`config.mk`:
```
export PLATFORM = sky130hd
export DESIGN_NAME = clk_freq_monitor
export DESIGN_NICKNAME = d
export VERILOG_FILES = /design/src/rtl/clk_mon_pkg.sv /design/src/rtl/mon_edge_sync.sv /design/src/rtl/clk_freq_monitor.sv
export SDC_FILE = /design/constraint.sdc
export NUM_CORES = 1
export LEC_CHECK = 0
export ABC_AREA = 1
export CAP_MARGIN = 20
export CORE_AREA = 8 8 91 93
export CTS_CLUSTER_DIAMETER = 200
export DETAILED_ROUTE_END_ITERATION = 16
export DIE_AREA = 0 0 99 101
export PLACE_DENSITY = 0.71
export SLEW_MARGIN = 15
export SYNTH_ARGS = -nofsm -noshare
export SYNTH_HDL_FRONTEND = slang
export SYNTH_SLANG_ARGS = --single-unit
```
`constraint.sdc`:
```
create_clock -name clk -period 2 [get_ports clk]
set_input_delay 0.2 -clock clk [delete_from_list [all_inputs] [get_ports clk]]
set_output_delay 0.2 -clock clk [all_outputs]
set_load 0.005 [all_outputs]
```
`src/rtl/clk_mon_pkg.sv`:
```
// Shared types and default constants for the clock frequency monitor.
package clk_mon_pkg;

    typedef enum logic [1:0] {
        IDLE    = 2'd0,
        WARMUP  = 2'd1,
        MEASURE = 2'd2
    } mon_state_t;

    localparam int WINDOW_DEF  = 1000;
    localparam int CNT_W_DEF   = 16;
    localparam int EXP_MIN_DEF = 228;
    localparam int EXP_MAX_DEF = 232;
    localparam int LOCK_N_DEF  = 4;
    // Cycles spent filling the synchronizer before edges are trusted
    localparam int WARMUP_LEN  = 3;

endpackage

```
`src/rtl/mon_edge_sync.sv`:
```
// Two-flop synchronizer for the monitored clock followed by a registered
// rising-edge detector; edge_pulse lags the input by 3 clk cycles.
module mon_edge_sync (
    input  logic clk,
    input  logic rst,
    input  logic async_in,
    output logic edge_pulse
);

    logic sync_1;
    logic sync_2;
    logic sync_prev;

    always_ff @(posedge clk or posedge rst) begin
        if (rst) begin
            sync_1     <= 1'b0;
            sync_2     <= 1'b0;
            sync_prev  <= 1'b0;
            edge_pulse <= 1'b0;
        end else begin
            sync_1     <= async_in;
            sync_2     <= sync_1;
            sync_prev  <= sync_2;
            edge_pulse <= sync_2 & ~sync_prev;
        end
    end

endmodule

```
`src/rtl/clk_freq_monitor.sv`:
```
// Counts rising edges of mon_clk over back-to-back WINDOW-cycle gates and
// reports the count, range check, stuck detection and lock status.
//
// state   | meaning
// IDLE    | disabled, waiting for en
// WARMUP  | synchronizer fill, edges ignored for WARMUP_LEN cycles
// MEASURE | gating window running, counting edges
module clk_freq_monitor
    import clk_mon_pkg::*;
#(
    parameter int WINDOW  = WINDOW_DEF,
    parameter int CNT_W   = CNT_W_DEF,
    parameter int EXP_MIN = EXP_MIN_DEF,
    parameter int EXP_MAX = EXP_MAX_DEF,
    parameter int LOCK_N  = LOCK_N_DEF
) (
    input  logic             clk,
    input  logic             rst,
    input  logic             en,
    input  logic             mon_clk,
    output logic [CNT_W-1:0] count,
    output logic             valid,
    output logic             in_range,
    output logic             stuck,
    output logic             lock
);

    localparam int LC_W = $clog2(LOCK_N + 1);
    localparam logic [CNT_W-1:0] WIN_LAST  = CNT_W'(WINDOW - 1);
    localparam logic [CNT_W-1:0] CNT_MIN   = CNT_W'(EXP_MIN);
    localparam logic [CNT_W-1:0] CNT_MAX   = CNT_W'(EXP_MAX);
    localparam logic [LC_W-1:0]  LOCK_TGT  = LC_W'(LOCK_N);
    localparam logic [1:0]       WARM_LAST = 2'(WARMUP_LEN - 1);

    mon_state_t       state;
    logic [1:0]       warm_cnt;
    logic [CNT_W-1:0] win_cnt;
    logic [CNT_W-1:0] edge_cnt;
    logic [LC_W-1:0]  consec;

    logic             edge_pulse;
    logic [CNT_W-1:0] closing_cnt;
    logic             closing_in_range;
    logic [LC_W-1:0]  consec_next;

    mon_edge_sync u_sync (
        .clk        (clk),
        .rst        (rst),
        .async_in   (mon_clk),
        .edge_pulse (edge_pulse)
    );

    // Edge count including this cycle's edge, so a boundary edge closes with its window
    always_comb begin
        closing_cnt = edge_cnt;
        if (edge_pulse && (edge_cnt != '1)) begin
            closing_cnt = edge_cnt + CNT_W'(1);
        end
        closing_in_range = (closing_cnt >= CNT_MIN) && (closing_cnt <= CNT_MAX);
        consec_next = '0;
        if (closing_in_range) begin
            consec_next = (consec == LOCK_TGT) ? consec : consec + LC_W'(1);
        end
    end

    always_ff @(posedge clk or posedge rst) begin
        if (rst) begin
            state    <= IDLE;
            warm_cnt <= '0;
            win_cnt  <= '0;
            edge_cnt <= '0;
            consec   <= '0;
            count    <= '0;
            valid    <= 1'b0;
            in_range <= 1'b0;
            stuck    <= 1'b0;
            lock     <= 1'b0;
        end else begin
            valid <= 1'b0;
            unique case (state)
                IDLE: begin
                    if (en) begin
                        state    <= WARMUP;
                        warm_cnt <= '0;
                    end
                end
                WARMUP: begin
                    if (!en) begin
                        state    <= IDLE;
                        warm_cnt <= '0;
                        consec   <= '0;
                        lock     <= 1'b0;
                    end else if (warm_cnt == WARM_LAST) begin
                        state    <= MEASURE;
                        warm_cnt <= '0;
                        win_cnt  <= '0;
                        edge_cnt <= '0;
                    end else begin
                        warm_cnt <= warm_cnt + 2'd1;
                    end
                end
                MEASURE: begin
                    if (!en) begin
                        // Partial window is dropped; reported results stay as they were
                        state    <= IDLE;
                        win_cnt  <= '0;
                        edge_cnt <= '0;
                        consec   <= '0;
                        lock     <= 1'b0;
                    end else if (win_cnt == WIN_LAST) begin
                        count    <= closing_cnt;
                        valid    <= 1'b1;
                        in_range <= closing_in_range;
                        stuck    <= (closing_cnt == '0);
                        consec   <= consec_next;
                        lock     <= (consec_next == LOCK_TGT);
                        win_cnt  <= '0;
                        edge_cnt <= '0;
                    end else begin
                        win_cnt  <= win_cnt + CNT_W'(1);
                        edge_cnt <= closing_cnt;
                    end
                end
                default: state <= IDLE;
            endcase
        end
    end

endmodule

```
==> results_dict.tcl, run 1 <==
set metrics [dict create \
    synth_top_area_cell "dfrtp_1" \
    relSlewSlack_pct 72.6 \
    cts_tree "yes" \
    layoutNonFillerInstCount 615 \
    cellPowerDensity_mw_per_mm2 759 \
    postRouteAntennaNets 0 \
    cts_root_buffer "clkbuf_8" \
    hold_viol 0 \
    antenna_cells 0 \
    antenna_found_initial 0 \
    grt_max_degree 30 \
    vias 3243 \
    p_seq_share_pct 40.2 \
    row_count 31 \
    fin_skew_ns 0.00506 \
    pwr-share-clk_pct 36.5 \
    drt_iter0_drc 172 \
    clk_latency_ns 0.34 \
    htreeDepth 3 \
    synth_area_per_cell_um2 7.58 \
    ctsHoldBuffers 0 \
    final_common_cell "nand2_1" \
    crit_chain "ha_2, nand2_1, nor2_2, nand2_2, nor2_4, nor2_4, buf_6, nand2_2, nand2_4, nor2_4, and2_4, nand2_2, nand2_4, nand4_1, nand2_1" \
    cpMaxStageDelayCell "dfrtp_1" \
    crit_type "reg2reg" \
    worst_slack_ns -0.0383 \
    reg2reg_slack_ns -0.04 \
    fillCellCount 591 \
    clockBufferDepth 2 \
    outcome "finished, violations left" \
    dominantRegCellSynth "dfrtp_1" \
    design.core.area_mm2 0.00694 \
    syn_nets 471 \
    dp_slack_ns -0.0398 \
    portBuffers 23 \
    vdd_drop_max_mv 0.683 \
    worstPathRequired_ns 2.28 \
    cts.sinks 63 \
    ys_warn_count 0 \
    ys_async_sr_fraction_pct 100 \
    synth_area_leaders "dfrtp_1 (45%), nand2_1 (14%), inv_1 (6.4%)" \
    cp_max_fo 5 \
    grt.total_usage_pct 18.5 \
    cpPeakStageDelay_ns 0.36 \
    startpoint "edge_cnt[0]" \
    synth_edf_count 0 \
    die_w_um 99 \
    yosys_register_bits 63 \
    dr.pass1.iters 4 \
    dp.cells 593 \
    max_freq_mhz 491 \
    nNetsFinal 539 \
    switching_share_pct 32.3 \
    p_switching_mw 1.10 \
    violations "negative setup slack" \
    netlist_instances 460 \
    fp.dieH_um 101 \
    post_drt_wl_per_cell_um 14.4 \
    synthToLayoutAreaGrowth_pct 29.1 \
    rr_worst_depth 15 \
    period_needed_ns 2.04 \
    r2r_start "edge_cnt[0]" \
    startpoint_type "register" \
    critPathBufInv 1 \
    setup_viol 4 \
    postLayoutCoreUtil_pct 64.8 \
    wl_mm 8.88 \
    maxCapViolCount 0 \
    hp-class "in2async" \
    drv_slew 0 \
    rsz0062_at_grt "yes" \
    grt_pass1_wl_mm 14.7 \
    vias_per_cell 5.27 \
    seq_area_frac_synth_pct 45.2 \
    max_slew.worst_pin.slew_ns 0.411 \
    cp_top_family "simple AND/OR/NAND/NOR gates" \
    cp.arrival_ns 2.32 \
    ys_types 36 \
    grt.overflow.total 0 \
    netlist.area_leader.share_pct 45.2 \
    initial_core_util_pct 50.2 \
    power_frac_comb_pct 23.3 \
    drcViolationCount 0 \
    hpwl_mm 6.45 \
    die_area_mm2 0.0100 \
    layout_common_cells "nand2_1 (110), dfrtp_1 (62), inv_1 (57)" \
    clk_pin_slew_ns 0.07 \
    r2r_end "lock" \
    synth_area_mm2 0.00349 \
    cp-end-kind "register" \
    p_int_mw 2.31 \
    numCtsBuffers 9 \
    drive_above_1_share_pct 22.9 \
    leakagePower_nw 2.03 \
    io_pins 24 \
    grt_pass1_vias 3274 \
    final.period_utilization_pct 102 \
    gp_congestion 0.919 \
]
[synth_stat cells (2+ instances only)]
| library cell | count |
|---|---|
| nand2_1 | 126 |
| dfrtp_1 | 63 |
| inv_1 | 59 |
| nor2_1 | 34 |
| o21ai_0 | 29 |
| nand3_1 | 24 |
| nand4_1 | 16 |
| nor3_1 | 15 |
| o22ai_1 | 15 |
| nand2_2 | 10 |
| a21oi_1 | 9 |
| ha_1 | 7 |
| nor2_2 | 7 |
| inv_2 | 6 |
| xor2_1 | 6 |
| clkbuf_1 | 5 |
| nor4_1 | 3 |
| o21ai_1 | 3 |
| a211oi_1 | 2 |
| buf_2 | 2 |
| buf_6 | 2 |
| o21a_1 | 2 |
| xnor2_1 | 2 |
[worst max path at each step]
stage | endpoint | slack [ns] | cells past startpoint
after global routing | consec[0] | -0.20 | 16
after detailed placement | lock | -0.04 | 15
after floorplan | lock | 0.07 | 16
after global placement | lock | 0.04 | 16
after CTS | lock | 0.002 | 15
final | lock | -0.04 | 15
[per-layer routing]
layer	vias to the layer above	track usage, %	share of wire [%]
met5	-	0	0
met4	0	9.45	2.8
met3	24	3.11	3.8
met2	75	32.7	50
met1	1520	21.1	44
li1	1624	-	-
[state kept, by name, summed over array words and instances (netlist names)]
register           count
edge_cnt              16
stuck                  1
u_sync.sync_2          1
u_sync.edge_pulse      1
valid                  1
lock                   1
count                 16
warm_cnt               2
consec                 3
state                  2
win_cnt               16
in_range               1
u_sync.sync_1          1
u_sync.sync_prev       1
[power groups by stage]
stage | Sequential (mW) | Clock [mW] | Combinational [mW]
final | 1.37 | 1.25 | 0.796
after detailed placement | 1.40 | 0 | 0.764
after global placement | 1.39 | 0 | 0.740
after CTS | 1.37 | 1.27 | 0.774
after floorplan | 1.39 | 0 | 0.490
after global routing | 1.38 | 1.32 | 0.875
[timing repair]
| action | CTS | global route |
|---|---|---|
| setup endpoints to repair | 6 | 10 |
| gates resized for setup | 8 | 42 |
| pin swaps | 5 | 21 |
| cloned | 1 | 0 |
| buffers inserted | 2 | 3 |
[cell families (layout without fill, tap and decap cells)]
logic type	after synthesis	after routing	share of synthesized area [%]
fa+ha+maj	7	7	2.51
mux	1	1	0.287
simple gates	243	243	31.3
compound gates	62	62	9.90
buf+inv	76	149	8.83
xor+xnor	8	8	2.01
flops	63	63	45.2
[area by class of cell]
| cell class | count | area (um^2) | area share [%] |
|---|---|---|---|
| Inverter | 66 | 249 | 5.53 |
| Sequential cell | 63 | 1580 | 35.1 |
| Tap cell | 82 | 103 | 2.28 |
| Clock inverter | 6 | 93.8 | 2.09 |
| Timing Repair Buffer | 67 | 601 | 13.3 |
| Multi-Input combinational cell | 321 | 1750 | 38.9 |
| Clock buffer | 10 | 128 | 2.84 |
[through the flow]
| stage | instance area, um^2 | total power [mW] | hold WS [ns] | setup TNS, ns |
|---|---|---|---|---|
| 2_1_floorplan | 3490 | 1.88 | 0.231 | 0 |
| 3_3_place_gp | 4070 | 2.13 | 0.335 | 0 |
| 3_5_place_dp | 4070 | 2.16 | 0.345 | -0.0905 |
| 4_1_cts | 4330 | 3.42 | 0.158 | 0 |
| 5_1_grt | 4500 | 3.58 | 0.203 | -1.01 |
| 6_report | 4500 | 3.42 | 0.165 | -0.101 |
[worst register-to-register path: stages, from the launching register on]
cell	delay (ns)
dfrtp_1	0.36
ha_2	0.20
nand2_1	0.07
nor2_2	0.14
nand2_2	0.11
nor2_4	0.14
nor2_4	0.06
buf_6	0.14
nand2_2	0.08
nand2_4	0.06
nor2_4	0.13
and2_4	0.16
nand2_2	0.06
nand2_4	0.10
nand4_1	0.10
nand2_1	0.08
(Power assumes the default switching activity.)
==> inputs of run 2 (changes only) <==
--- a/config.mk
+++ b/config.mk
@@ -7,11 +7,11 @@
 export LEC_CHECK = 0
 export ABC_AREA = 1
 export CAP_MARGIN = 20
-export CORE_AREA = 8 8 91 93
+export CORE_AREA = 8 8 86 88
 export CTS_CLUSTER_DIAMETER = 200
 export DETAILED_ROUTE_END_ITERATION = 16
-export DIE_AREA = 0 0 99 101
-export PLACE_DENSITY = 0.71
+export DIE_AREA = 0 0 94 96
+export PLACE_DENSITY = 0.76
 export SLEW_MARGIN = 15
 export SYNTH_ARGS = -nofsm -noshare
 export SYNTH_HDL_FRONTEND = slang
==> constraint.sdc (replaced) <==
create_clock -name clk -period 2.2 [get_ports clk]
set_input_delay 0.22 -clock clk [delete_from_list [all_inputs] [get_ports clk]]
set_output_delay 0.22 -clock clk [all_outputs]
set_load 0.005 [all_outputs]
==> run 2 against run 1 <==
- the flow now finishes without violations
- flip-flop and latch count did not move
- setup slack better by 0.19 ns
- sequential share of layout area rose by 2.7 points
- die area shrank 9.8%
- global-route usage rose by 0.91 points
- clock power decreased by 25%
- critical path depth is the same
- core utilization up 3.8 points
- highest routed layer unchanged
==> results_dict.tcl, run 2 (same netlist as run 1, synthesis figures left out) <==
set metrics [dict create \
    drv_slew 0 \
    drive_above_1_share_pct 16.3 \
    fillCellCount 497 \
    drt_iter0_drc 250 \
    p_seq_share_pct 44.2 \
    setup_viol 0 \
    wl_mm 8.40 \
    htreeDepth 3 \
    cts_tree "yes" \
    relSlewSlack_pct 72.4 \
    initial_core_util_pct 57.2 \
    placed_area_mm2 0.00386 \
    layoutNonFillerInstCount 585 \
    grt_max_degree 46 \
    seqCellArea_mm2 0.00158 \
    postLayoutCoreUtil_pct 68.6 \
    period_needed_ns 2.05 \
    cts_root_buffer "clkbuf_8" \
    r2r_start "edge_cnt[1]" \
    top_regs "count: 16 flops, edge_cnt: 16 flops, win_cnt: 16 flops" \
    cp-end-kind "register" \
    dr.pass1.iters 6 \
    max_slew.worst_pin.slew_ns 0.414 \
    max_freq_mhz 487 \
    nNetsFinal 514 \
    cp.arrival_ns 2.33 \
    drcViolationCount 0 \
    cp_max_fo 5 \
    ctsHoldBuffers 0 \
    gp_congestion 0.936 \
    layout_common_cells "nand2_1 (119), dfrtp_1 (62), inv_1 (58)" \
    numCtsBuffers 9 \
    io_pins 24 \
    vdd_drop_max_mv 0.550 \
    grt_pass1_vias 3030 \
    fin_skew_ns 0.00915 \
    maxCapViolCount 0 \
    startpoint_type "register" \
    die_area_mm2 0.00902 \
    grt.overflow.total 0 \
    final.period_utilization_pct 93.3 \
    fp.dieH_um 96 \
    p_int_mw 1.87 \
    fin_tns_setup_ns 0 \
    vias 3230 \
    portBuffers 23 \
    crit_type "reg2reg" \
    row_count 29 \
    cts.sinks 63 \
    grt_pass1_wl_mm 13.8 \
    hpwl_mm 5.97 \
    postRouteAntennaNets 0 \
    die_w_um 94 \
    worstPathRequired_ns 2.48 \
    synthToLayoutAreaGrowth_pct 19.9 \
    clk_latency_ns 0.35 \
    antenna_found_initial 0 \
    leakagePower_nw 1.88 \
    design_area_mm2 0.00418 \
    switching_share_pct 33.9 \
    antenna_cells 0 \
    clk_pin_slew_ns 0.08 \
    clockBufferDepth 2 \
    outcome "finished, final reports clean" \
    rsz0062_at_grt "yes" \
    total_power_mw 2.83 \
    vias_per_cell 5.52 \
    hold_viol 0 \
    hp-class "in2async" \
    p_switching_uw 961 \
    dp.cells 563 \
    pwr-share-clk_pct 33.1 \
    post_drt_wl_per_cell_um 14.4 \
    design.core.area_mm2 0.00610 \
    final_common_cell "nand2_1" \
    grt.total_usage_pct 19.4 \
    multi_input_area_mm2 0.00169 \
    startpoint "edge_cnt[1]" \
    power_frac_comb_pct 22.7 \
    cellPowerDensity_mw_per_mm2 677 \
]
-- run 2: cell types whose count changed in the layout (fill, tap and decap cells not counted), moves of 3 or more --
cell     before  now
buf_6         4    0
buf_4        38   18
nand2_2      21   16
nor2_1       25   28
nand2_4       5    1
nand2_1     110  119
-- run 2: stage by stage --
step	setup WS, ns	hold slack, ns
final	0.148	0.181
after global routing	-0.102	0.227
after CTS	0.0448	0.190
after detailed placement	0.0723	0.342
after global placement	0.169	0.338
after floorplan	0.271	0.251
-- run 2: area by class of cell --
type | count | share of cell area [%]
multi-input combinational | 321 | 40.4
tap | 77 | 2.30
clock inverter | 5 | 0.778
timing repair buffer | 42 | 9.22
inverter | 66 | 5.95
clock buffer | 11 | 3.62
sequential | 63 | 37.7
-- run 2: worst paths after layout --
check                           slack, ns       endpoint  depth (start not counted)
worst min-delay path                 0.18       count[6]                          2
worst min register to register       0.36  u_sync.sync_2                          0
worst max register to register       0.15           lock                         15
worst max-delay path                 0.15           lock                         15
min in group clk                     0.31  u_sync.sync_1                          1
max in group asynchronous            1.44    edge_cnt[2]                          3
-- run 2: timing repair --
item                                    4_1_cts  5_1_grt
resized for setup                             0       24
endpoints found under the setup margin        0        7
hold endpoints to repair                      0        0
buffers inserted                              0        6
-- run 2: power groups by stage --
stage | logic (mW) | clock network [mW] | registers [mW]
after detailed placement | 0.615 | 0 | 1.27
after global placement | 0.604 | 0 | 1.27
final | 0.641 | 0.937 | 1.25
after floorplan | 0.446 | 0 | 1.26
after CTS | 0.618 | 0.951 | 1.25
after global routing | 0.721 | 1.00 | 1.26
-- run 2: routing by layer --
metal	GRT usage (%)	share of wire [%]	routed length [um]	vias to the layer above
li1	-	-	-	1577
met1	24.4	45	3750	1514
met2	31.3	47	3960	116
met3	3.74	5.8	483	23
met4	9.91	2.5	210	0
met5	0	0	0	-
-- run 2: worst max-delay path, stage by stage, from the launching register on --
cell and delay [ns]:
dfrtp_1 0.41, ha_4 0.18, nand3_2 0.13, nor2_1 0.26, nand3_1 0.10, nand2_1 0.08
nand2_1 0.07, nand2_1 0.07, nand2_1 0.06, nor2_1 0.10, nand2_1 0.07, nor2_2 0.13
nand2_1 0.08, clkinv_2 0.07, nand4_1 0.09, nand2_1 0.08
